[src/rtl/pkt_store_fwd.sv]
// Store-and-forward packet buffer: commits only complete, well-formed packets, then forwards them.
// Optional statistics counters (pkt_cnt, drop_cnt) are enabled by defining PKT_SF_STAT_EN.
module pkt_store_fwd #(
    parameter int unsigned DEPTH   = 64,
    parameter int unsigned MIN_LEN = 1,
    parameter int unsigned MAX_LEN = 32
) (
    input  logic       clk,
    input  logic       rst,
    input  logic [7:0] in_data,
    input  logic       in_sop,
    input  logic       in_eop,
    input  logic       in_vld,
    output logic [7:0] out_data,
    output logic       out_sop,
    output logic       out_eop,
    output logic       out_vld,
    input  logic       out_rdy
`ifdef PKT_SF_STAT_EN
    ,
    output logic [15:0] pkt_cnt,
    output logic [15:0] drop_cnt
`endif
);

    localparam int unsigned AW = $clog2(DEPTH);
    localparam int unsigned PW = AW + 1;
    localparam int unsigned LW = $clog2(MAX_LEN + 1) + 1;
    localparam logic [PW-1:0] DEPTH_P = PW'(DEPTH);
    localparam logic [LW-1:0] MIN_L   = LW'(MIN_LEN);
    localparam logic [LW-1:0] MAX_L   = LW'(MAX_LEN);

    typedef enum logic [1:0] {
        S_IDLE,
        S_RECV,
        S_DROP
    } state_t;

    state_t        state_q, state_d;
    logic [PW-1:0] wr_spec_q, wr_spec_d;
    logic [PW-1:0] wr_cmt_q, wr_cmt_d;
    logic [PW-1:0] rd_q, rd_d;
    logic [LW-1:0] len_q, len_d;

    logic [8:0]    mem [DEPTH];
    logic          mem_we;
    logic [AW-1:0] mem_waddr;
    logic [8:0]    mem_wdata;
    logic [8:0]    rd_word;

    logic [PW-1:0] wptr;
    logic [LW-1:0] new_len;
    logic          accept;
    logic          full;
    logic          too_long;
    logic [1:0]    drop_inc;
    logic          pkt_inc;

    logic [7:0]    out_data_q, out_data_d;
    logic          out_sop_q, out_sop_d;
    logic          out_eop_q, out_eop_d;
    logic          out_vld_q, out_vld_d;
    logic          first_q, first_d;

    // Input side: speculative write, commit on good eop, rewind otherwise.
    always_comb begin
        state_d   = state_q;
        wr_spec_d = wr_spec_q;
        wr_cmt_d  = wr_cmt_q;
        len_d     = len_q;
        mem_we    = 1'b0;
        mem_waddr = wr_spec_q[AW-1:0];
        mem_wdata = {in_eop, in_data};
        drop_inc  = '0;
        pkt_inc   = 1'b0;

        accept   = in_vld && (in_sop || (state_q == S_RECV));
        // A sop always restarts at the committed pointer, which implicitly rewinds any partial packet.
        wptr     = in_sop ? wr_cmt_q : wr_spec_q;
        new_len  = in_sop ? LW'(1) : len_q + LW'(1);
        full     = (wptr - rd_q) == DEPTH_P;
        too_long = new_len > MAX_L;

        if (in_vld) begin
            if (in_sop && (state_q == S_RECV)) begin
                drop_inc = 2'd1;
            end
            if (accept) begin
                if (full || too_long) begin
                    drop_inc  = drop_inc + 2'd1;
                    wr_spec_d = wr_cmt_q;
                    len_d     = '0;
                    state_d   = in_eop ? S_IDLE : S_DROP;
                end else begin
                    mem_we    = 1'b1;
                    mem_waddr = wptr[AW-1:0];
                    wr_spec_d = wptr + PW'(1);
                    len_d     = new_len;
                    if (in_eop) begin
                        state_d = S_IDLE;
                        len_d   = '0;
                        if (new_len >= MIN_L) begin
                            wr_cmt_d = wptr + PW'(1);
                            pkt_inc  = 1'b1;
                        end else begin
                            wr_spec_d = wr_cmt_q;
                            drop_inc  = drop_inc + 2'd1;
                        end
                    end else begin
                        state_d = S_RECV;
                    end
                end
            end else if (in_eop && (state_q == S_DROP)) begin
                state_d = S_IDLE;
            end
        end
    end

    always_ff @(posedge clk) begin
        if (mem_we) begin
            mem[mem_waddr] <= mem_wdata;
        end
    end

    assign rd_word = mem[rd_q[AW-1:0]];

    // Output side: one registered stage, refilled from the committed region whenever it empties or drains.
    always_comb begin
        rd_d       = rd_q;
        out_data_d = out_data_q;
        out_sop_d  = out_sop_q;
        out_eop_d  = out_eop_q;
        out_vld_d  = out_vld_q;
        first_d    = first_q;

        if ((rd_q != wr_cmt_q) && (!out_vld_q || out_rdy)) begin
            rd_d       = rd_q + PW'(1);
            out_data_d = rd_word[7:0];
            out_eop_d  = rd_word[8];
            out_sop_d  = first_q;
            out_vld_d  = 1'b1;
            first_d    = rd_word[8];
        end else if (out_vld_q && out_rdy) begin
            out_vld_d = 1'b0;
            out_sop_d = 1'b0;
            out_eop_d = 1'b0;
        end
    end

    always_ff @(posedge clk or posedge rst) begin
        if (rst) begin
            state_q    <= S_IDLE;
            wr_spec_q  <= '0;
            wr_cmt_q   <= '0;
            rd_q       <= '0;
            len_q      <= '0;
            out_data_q <= '0;
            out_sop_q  <= 1'b0;
            out_eop_q  <= 1'b0;
            out_vld_q  <= 1'b0;
            first_q    <= 1'b1;
        end else begin
            state_q    <= state_d;
            wr_spec_q  <= wr_spec_d;
            wr_cmt_q   <= wr_cmt_d;
            rd_q       <= rd_d;
            len_q      <= len_d;
            out_data_q <= out_data_d;
            out_sop_q  <= out_sop_d;
            out_eop_q  <= out_eop_d;
            out_vld_q  <= out_vld_d;
            first_q    <= first_d;
        end
    end

    assign out_data = out_data_q;
    assign out_sop  = out_sop_q;
    assign out_eop  = out_eop_q;
    assign out_vld  = out_vld_q;

`ifdef PKT_SF_STAT_EN
    logic [15:0] pkt_cnt_q, pkt_cnt_d;
    logic [15:0] drop_cnt_q, drop_cnt_d;
    logic [16:0] drop_sum;

    // An abandoned packet and a failed restart can both drop in one cycle, hence the 2-bit increment.
    always_comb begin
        pkt_cnt_d  = pkt_cnt_q;
        drop_sum   = {1'b0, drop_cnt_q} + 17'(drop_inc);
        drop_cnt_d = drop_sum[16] ? '1 : drop_sum[15:0];
        if (pkt_inc && (pkt_cnt_q != '1)) begin
            pkt_cnt_d = pkt_cnt_q + 16'd1;
        end
    end

    always_ff @(posedge clk or posedge rst) begin
        if (rst) begin
            pkt_cnt_q  <= '0;
            drop_cnt_q <= '0;
        end else begin
            pkt_cnt_q  <= pkt_cnt_d;
            drop_cnt_q <= drop_cnt_d;
        end
    end

    assign pkt_cnt  = pkt_cnt_q;
    assign drop_cnt = drop_cnt_q;
`else
    logic unused_stat;
    assign unused_stat = ^{drop_inc, pkt_inc};
`endif

endmodule

[config.mk]
export PLATFORM = sky130hd
export DESIGN_NAME = pkt_store_fwd
export DESIGN_NICKNAME = d
export VERILOG_FILES = /design/src/rtl/pkt_store_fwd.sv
export SDC_FILE = /design/constraint.sdc
export NUM_CORES = 1
export LEC_CHECK = 0
export BUFFER_PORTS_ARGS = -buffer_cell sky130_fd_sc_hd__buf_4
export CAP_MARGIN = 20
export CORE_MARGIN = 2
export CORE_UTILIZATION = 39
export DETAILED_ROUTE_END_ITERATION = 10
export PLACE_DENSITY_LB_ADDON = 0.15
export RECOVER_POWER = 100
export SETUP_SLACK_MARGIN = 0.15
export SLEW_MARGIN = 20
export SYNTH_ARGS = -nofsm -noshare
export SYNTH_HDL_FRONTEND = slang
export SYNTH_SLANG_ARGS = --single-unit
[constraint.sdc]
create_clock -name clk -period 5.6 [get_ports clk]
set_input_delay 1.4 -clock clk [delete_from_list [all_inputs] [get_ports clk]]
set_output_delay 1.4 -clock clk [all_outputs]
set_load 0.01 [all_outputs]
Word level (Yosys, flattened, before mapping)
Memory sizes are Yosys's and may differ from the RTL's.
Index checks and enable logic that the tools add are counted.
{"block": "classes", "n_eq_ne": 4, "bitwise": 1, "muxes": 24, "n_lt_le_gt_ge": 2, "reduce_logical": 13, "addsub": 4}
{"op": "7-bit two-way mux", "count": 7}
{"op": "7-bit by 1-bit adder with 7-bit output (second input constant)", "count": 3}
{"op": "6-bit two-way mux", "count": 3}
{"op": "1-bit two-way mux", "count": 10}
{"op": "2-bit two-way mux", "count": 4}
{"op": "7-bit == test (second input constant)", "count": 1}
{"op": "7-bit by 1-bit >= comparator with 1-bit output (second input constant)", "count": 1}
{"op": "7-bit by 6-bit greater-than comparator with 1-bit output (second input constant)", "count": 1}
{"op": "7-bit inequality test", "count": 1}
{"op": "7-bit subtractor", "count": 1}
{"op": "1-bit logical AND", "count": 4}
{"op": "2-bit AND reduction", "count": 2}
{"op": "4-bit AND reduction", "count": 1}
{"op": "2-bit nonzero test", "count": 2}
{"op": "1-bit logical OR", "count": 3}
{"op": "2-bit by 1-bit == test with 1-bit output (second input constant)", "count": 1}
{"op": "2-bit == test (second input constant)", "count": 1}
{"op": "1-bit logical NOT", "count": 1}
{"op": "1-bit inverter", "count": 1}
{"block": "totals", "ram_bits": 576, "n_memories": 1, "output_inout_bits": 11, "regBits": 42, "input_bits": 14}
{"name": "mem", "depth": 64, "width": 9, "rd": 1, "rd_clocked_by_memory_dff": 0, "write_ports": 1, "line": "45", "text": "logic [8:0] mem [DEPTH];"}

Longest topological paths before layout
{"block": "logic_depth", "word_depth": 9, "ltp_mapped": 15, "depth_no_buf": 12}

Worst setup path before layout
OpenSTA, ideal clock, no wires.
{"block": "synth_path", "path_kind": "input to register", "start": "in in_sop", "end": "mem mem[48][0] (enable)", "arrival_ns": 4.714, "path_buffers": 2, "t_required_ns": 5.201, "path_slack_ns": 0.487, "setup_time_ns": 0.399, "stages": 10, "path_cell_list": "buf_2 > mux2i_1 > ha_1 > and3b_1 > o21a_1 > o32ai_1 > o211a_1 > buf_2 > nand4_1 > nor4_1"}
{"block": "synth_via", "elab_chain_len": 9, "word_cells_on_any_way": 16, "cone_classes": "add/sub (1); order compare (1); eq/ne (1); mux (10); reduce/logical (3)"}
{"item": "from (decl)", "line": "11", "text": "input logic in_sop,"}
{"item": "7-bit two-way mux", "line": "79", "text": "wptr = in_sop ? wr_cmt_q : wr_spec_q;"}
{"item": "7-bit subtractor", "line": "81", "text": "full = (wptr - rd_q) == DEPTH_P;"}
{"item": "7-bit == test", "line": "81"}
{"item": "1-bit logical OR", "line": "89", "text": "if (full || too_long) begin"}
{"item": "1-bit two-way mux", "line": "89"}
{"item": "1-bit two-way mux", "line": "88", "text": "if (accept) begin"}
{"item": "1-bit two-way mux", "line": "84", "text": "if (in_vld) begin"}
{"item": "1-bit two-way mux", "line": "120", "text": "if (mem_we) begin"}
{"item": "1-bit two-way mux (implied by the code)", "line": "121", "text": "mem[mem_waddr] <= mem_wdata;"}
{"item": "to (decl)", "line": "45"}
Several ways; a longest one is shown, not always the timed one.

Worst setup path after layout
{"block": "layout_path", "start": "in in_sop", "end": "mem mem[16][1] (enable)"}
Same word-level chain as after synthesis.

==> key figures <==
Layout
  – Layout cells sized above 1: 24.8%
  – Multi-input logic area: 6090 sq um
  – Reg area: 18,400 sq um
  – Area grow syn2layout: 13.8%
  – Finished Core Util: 44.9%
  – Final #Nets: 1,321
  – Filler Cells Inserted: 5,422
  – Antenna cells: 0

Power
  – Sw Ratio: 30.8%
  – Static Leak: 8.86 nW
  – Reg power frac: 39.3%
  – Worst vdd ir: 307 uV
  – Internal: 9.70 mW
  – Power Dens Cells: 497 nW/um^2
  – Tot Pwr: 14.0 mW
  – Comb power frac: 30.3%
  – Switching Power: 4.33 mW
  – Clock power frac: 30.4%

STA
  – Setup WS post-layout: 0.410 ns
  – Hold Vio Cnt, Final: 0
  – Final slew viol count: 595
  – Worst Max-Slew Pin Slew: 3.44 ns
  – Tcrit/Tclk final: 92.7%
  – Final Setup Violations: 0
  – Clock Skew: 0.0267 ns
  – Crit path time final: 5.19 ns
  – Max Clk Rate: 0.193 GHz
  – Worst slew margin: -130%
  – RSZ-0062 raised after global routing: no
  – Setup TNS: 0 ns

Worst setup path
  – Worst Path Class, Setup: input port to flip-flop
  – Worst Path Arrival: 5.42 ns
  – Crit path capture: mem[16][1]
  – Crit end category: flip-flop
  – Setup crit start kind: input port
  – R2R Path Start: rd_q[5]
  – R2R depth: 11
  – Worst Path Max Fanout: 22
  – Critical Path Source: in_sop
  – R2R Setup Slk: 1.06 ns
  – Worst flop-to-flop path endpoint: mem[16][1]
  – Worst EP required: 5.84 ns

Global route
  – Vias in the first global route: 12,400
  – First-pass GRT wire length: 88,600 um
  – Grt ovf: 0
  – Largest net degree at the start of global routing: 73
  – GRT Util Overall: 18.6%
  – Initial antenna violation count: 0

Floorplanning
  – Die ar.: 65,700 sq um
  – Core area: 63,000 sq um
  – Chip height: 256 um
  – Initial Util: 39.4%
  – Chip width: 256 um
  – Row count: 92
  – # IOs: 25

Min path
  – HP Start: state_q[1]
  – Hold Crit Depth: 2
  – Worst min-delay path class: flip-flop to flip-flop

CTS
  – Clock Sinks: 618
  – Worst-Skew Late Latency: 0.61 ns
  – Clock Tree Buf Depth: 3
  – CTS clk-pin slew, worst paths: 0.06 ns
  – H-tree depth: 3
  – TritonCTS clock tree: yes
  – Num CTS Buffers: 67
  – # Post-CTS Setup Buffers: 0
  – PostCTS Resize Cnt: 0
  – Hold_buf cts: 0
  – Root buffer cell: clkbuf_16

Flow run
  – Max Cap Viol: 10

Placed design
  – Worst slack at placement: 0.0638 ns
  – Hpwl dp: 35,900 um
  – Gpl congestion: 0.854
  – Buffers on Ports: 24

Synthesis
  – Most numerous cell in the Yosys netlist: edfxtp_1
  – Main synth FF type: edfxtp_1
  – Ys Warns: 0
  – Mapped Nets: 1,208
  – Register area share after synthesis: 73.9%
  – Distinct cells, synth: 52
  – Synth area leaders: edfxtp_1 (70%), mux4_2 (17%), dfrtp_1 (4.1%)
  – Synthesized area: 24,800 sq um
  – Cells after Synth: 1,184
  – Post-synth top cells: edfxtp_1 (576), mux4_2 (189), nor3_1 (44), dfrtp_1 (41)
  – Syn Area/Cell: 21.0 sq um
  – Most area-hungry cell type in the Yosys netlist: edfxtp_1
  – Top-area cell type share of the netlist area: 69.7%
  – Register bit total from synthesis: 618
  – Asr flop ratio synth: 6.80%
  – Post-synth EDFFs: 576

Detailed routing
  – Via density: 5.52
  – WL final: 60,100 um
  – Via count: 12,100
  – Drt first pass iters: 5
  – Initial DRC Count: 1,223
  – WL per Instance: 27.4 um
  – DRC viols: 0
  – Final ANT Viol Nets: 0

Status
  – Outcome: finished with violations
  – Failing checks: max-capacitance violations, max-slew violations
## how the worst min path moves through the flow
stage | to | slack (ns)
after floorplan | state_q[1] | 0.45
after global placement | state_q[1] | 0.46
after detailed placement | state_q[1] | 0.50
after CTS | state_q[1] | 0.51
after global routing | len_q[6] | 0.54
final | state_q[1] | 0.51
## power by group through the flow
stage | Combinational (mW) | Clock (mW) | Sequential, mW
floorplan | 2.95 | 0 | 5.48
global placement | 4.34 | 0 | 5.60
detailed placement | 4.37 | 0 | 5.61
CTS | 4.38 | 4.38 | 5.51
global route | 4.54 | 4.56 | 5.54
finish | 4.25 | 4.26 | 5.52
## per-stage QoR
stage,hold slack (ns),area [sq um],cells
after floorplan,0.446,24800,1184
after detailed placement,0.498,26400,2073
after CTS,0.512,28500,2194
after global routing,0.542,28200,2195
final,0.509,28200,2195
after global placement,0.461,26400,2073
## sequential cells by signal, summed over array words and instances, names as in the netlist
name,flops
first_q,1
wr_spec_q,7
mem,576
out_sop,1
len_q,7
wr_cmt_q,7
rd_q,7
out_eop,1
state_q,2
out_vld,1
out_data,8
## critical path: stages
cell and delay, ns:
buf_4 0.21, clkbuf_1 0.68, mux2i_1 0.38, xor2_1 0.29, a31oi_1 0.12, o221ai_1 0.38, o211a_1 0.51, nand3_1 0.46
clkbuf_1 0.31, nor3_1 0.20, clkbuf_1 0.46
## layout by cell type, fill, tap and decap left out, types with 3 or more instances in the layout
master      instances
a21o_1              4
a21oi_1            21
a31oi_1             5
buf_4              28
bufinv_16           4
clkbuf_1           89
clkbuf_16          70
clkbuf_2            6
clkinv_1           16
clkinv_2            7
clkinvlp_4          3
dfrtp_1            39
edfxtp_1          576
ha_1               10
inv_1              17
mux2_2             15
mux2i_1             7
mux4_2            189
nand2_1            32
nand2b_1            6
nand3_1            12
nand4_1             6
nor2_1             37
nor2b_1             5
nor3_1             44
nor4_1              5
o211ai_1            3
o21a_1              5
o21ai_0            16
o32ai_1             3
o41ai_1             3
or3_1               6
xnor2_1            13
xor2_1              9
## cell families (layout without fill, tap and decap cells)
group / Yosys count / after routing / share of synthesized area [%]
DFF: 618 / 618 / 73.9
muxes: 211 / 211 / 18.1
and+or+nand+nor: 164 / 164 / 3.24
buffers and inverters: 85 / 250 / 1.53
AOI/OAI and AO/OA: 74 / 74 / 1.92
xor gates and xnor gates: 22 / 22 / 0.776
adders and majority gates: 10 / 10 / 0.504
## final cells by class
cell class	count	area share, %
clock buffers	86	6.42
inverters	20	0.266
well taps	846	3.75
flip-flops and latches	618	65.0
clock inverters	35	1.08
repair buffers	109	1.92
multi-input cells	481	21.6
## routing by layer
layer	routed length [um]	track usage, %
met2	28700	28.8
met4	901	4.86
met3	2890	3.09
met1	27600	27.3
met5	0	0
No activity file was read; power rests on OpenSTA's default activity.
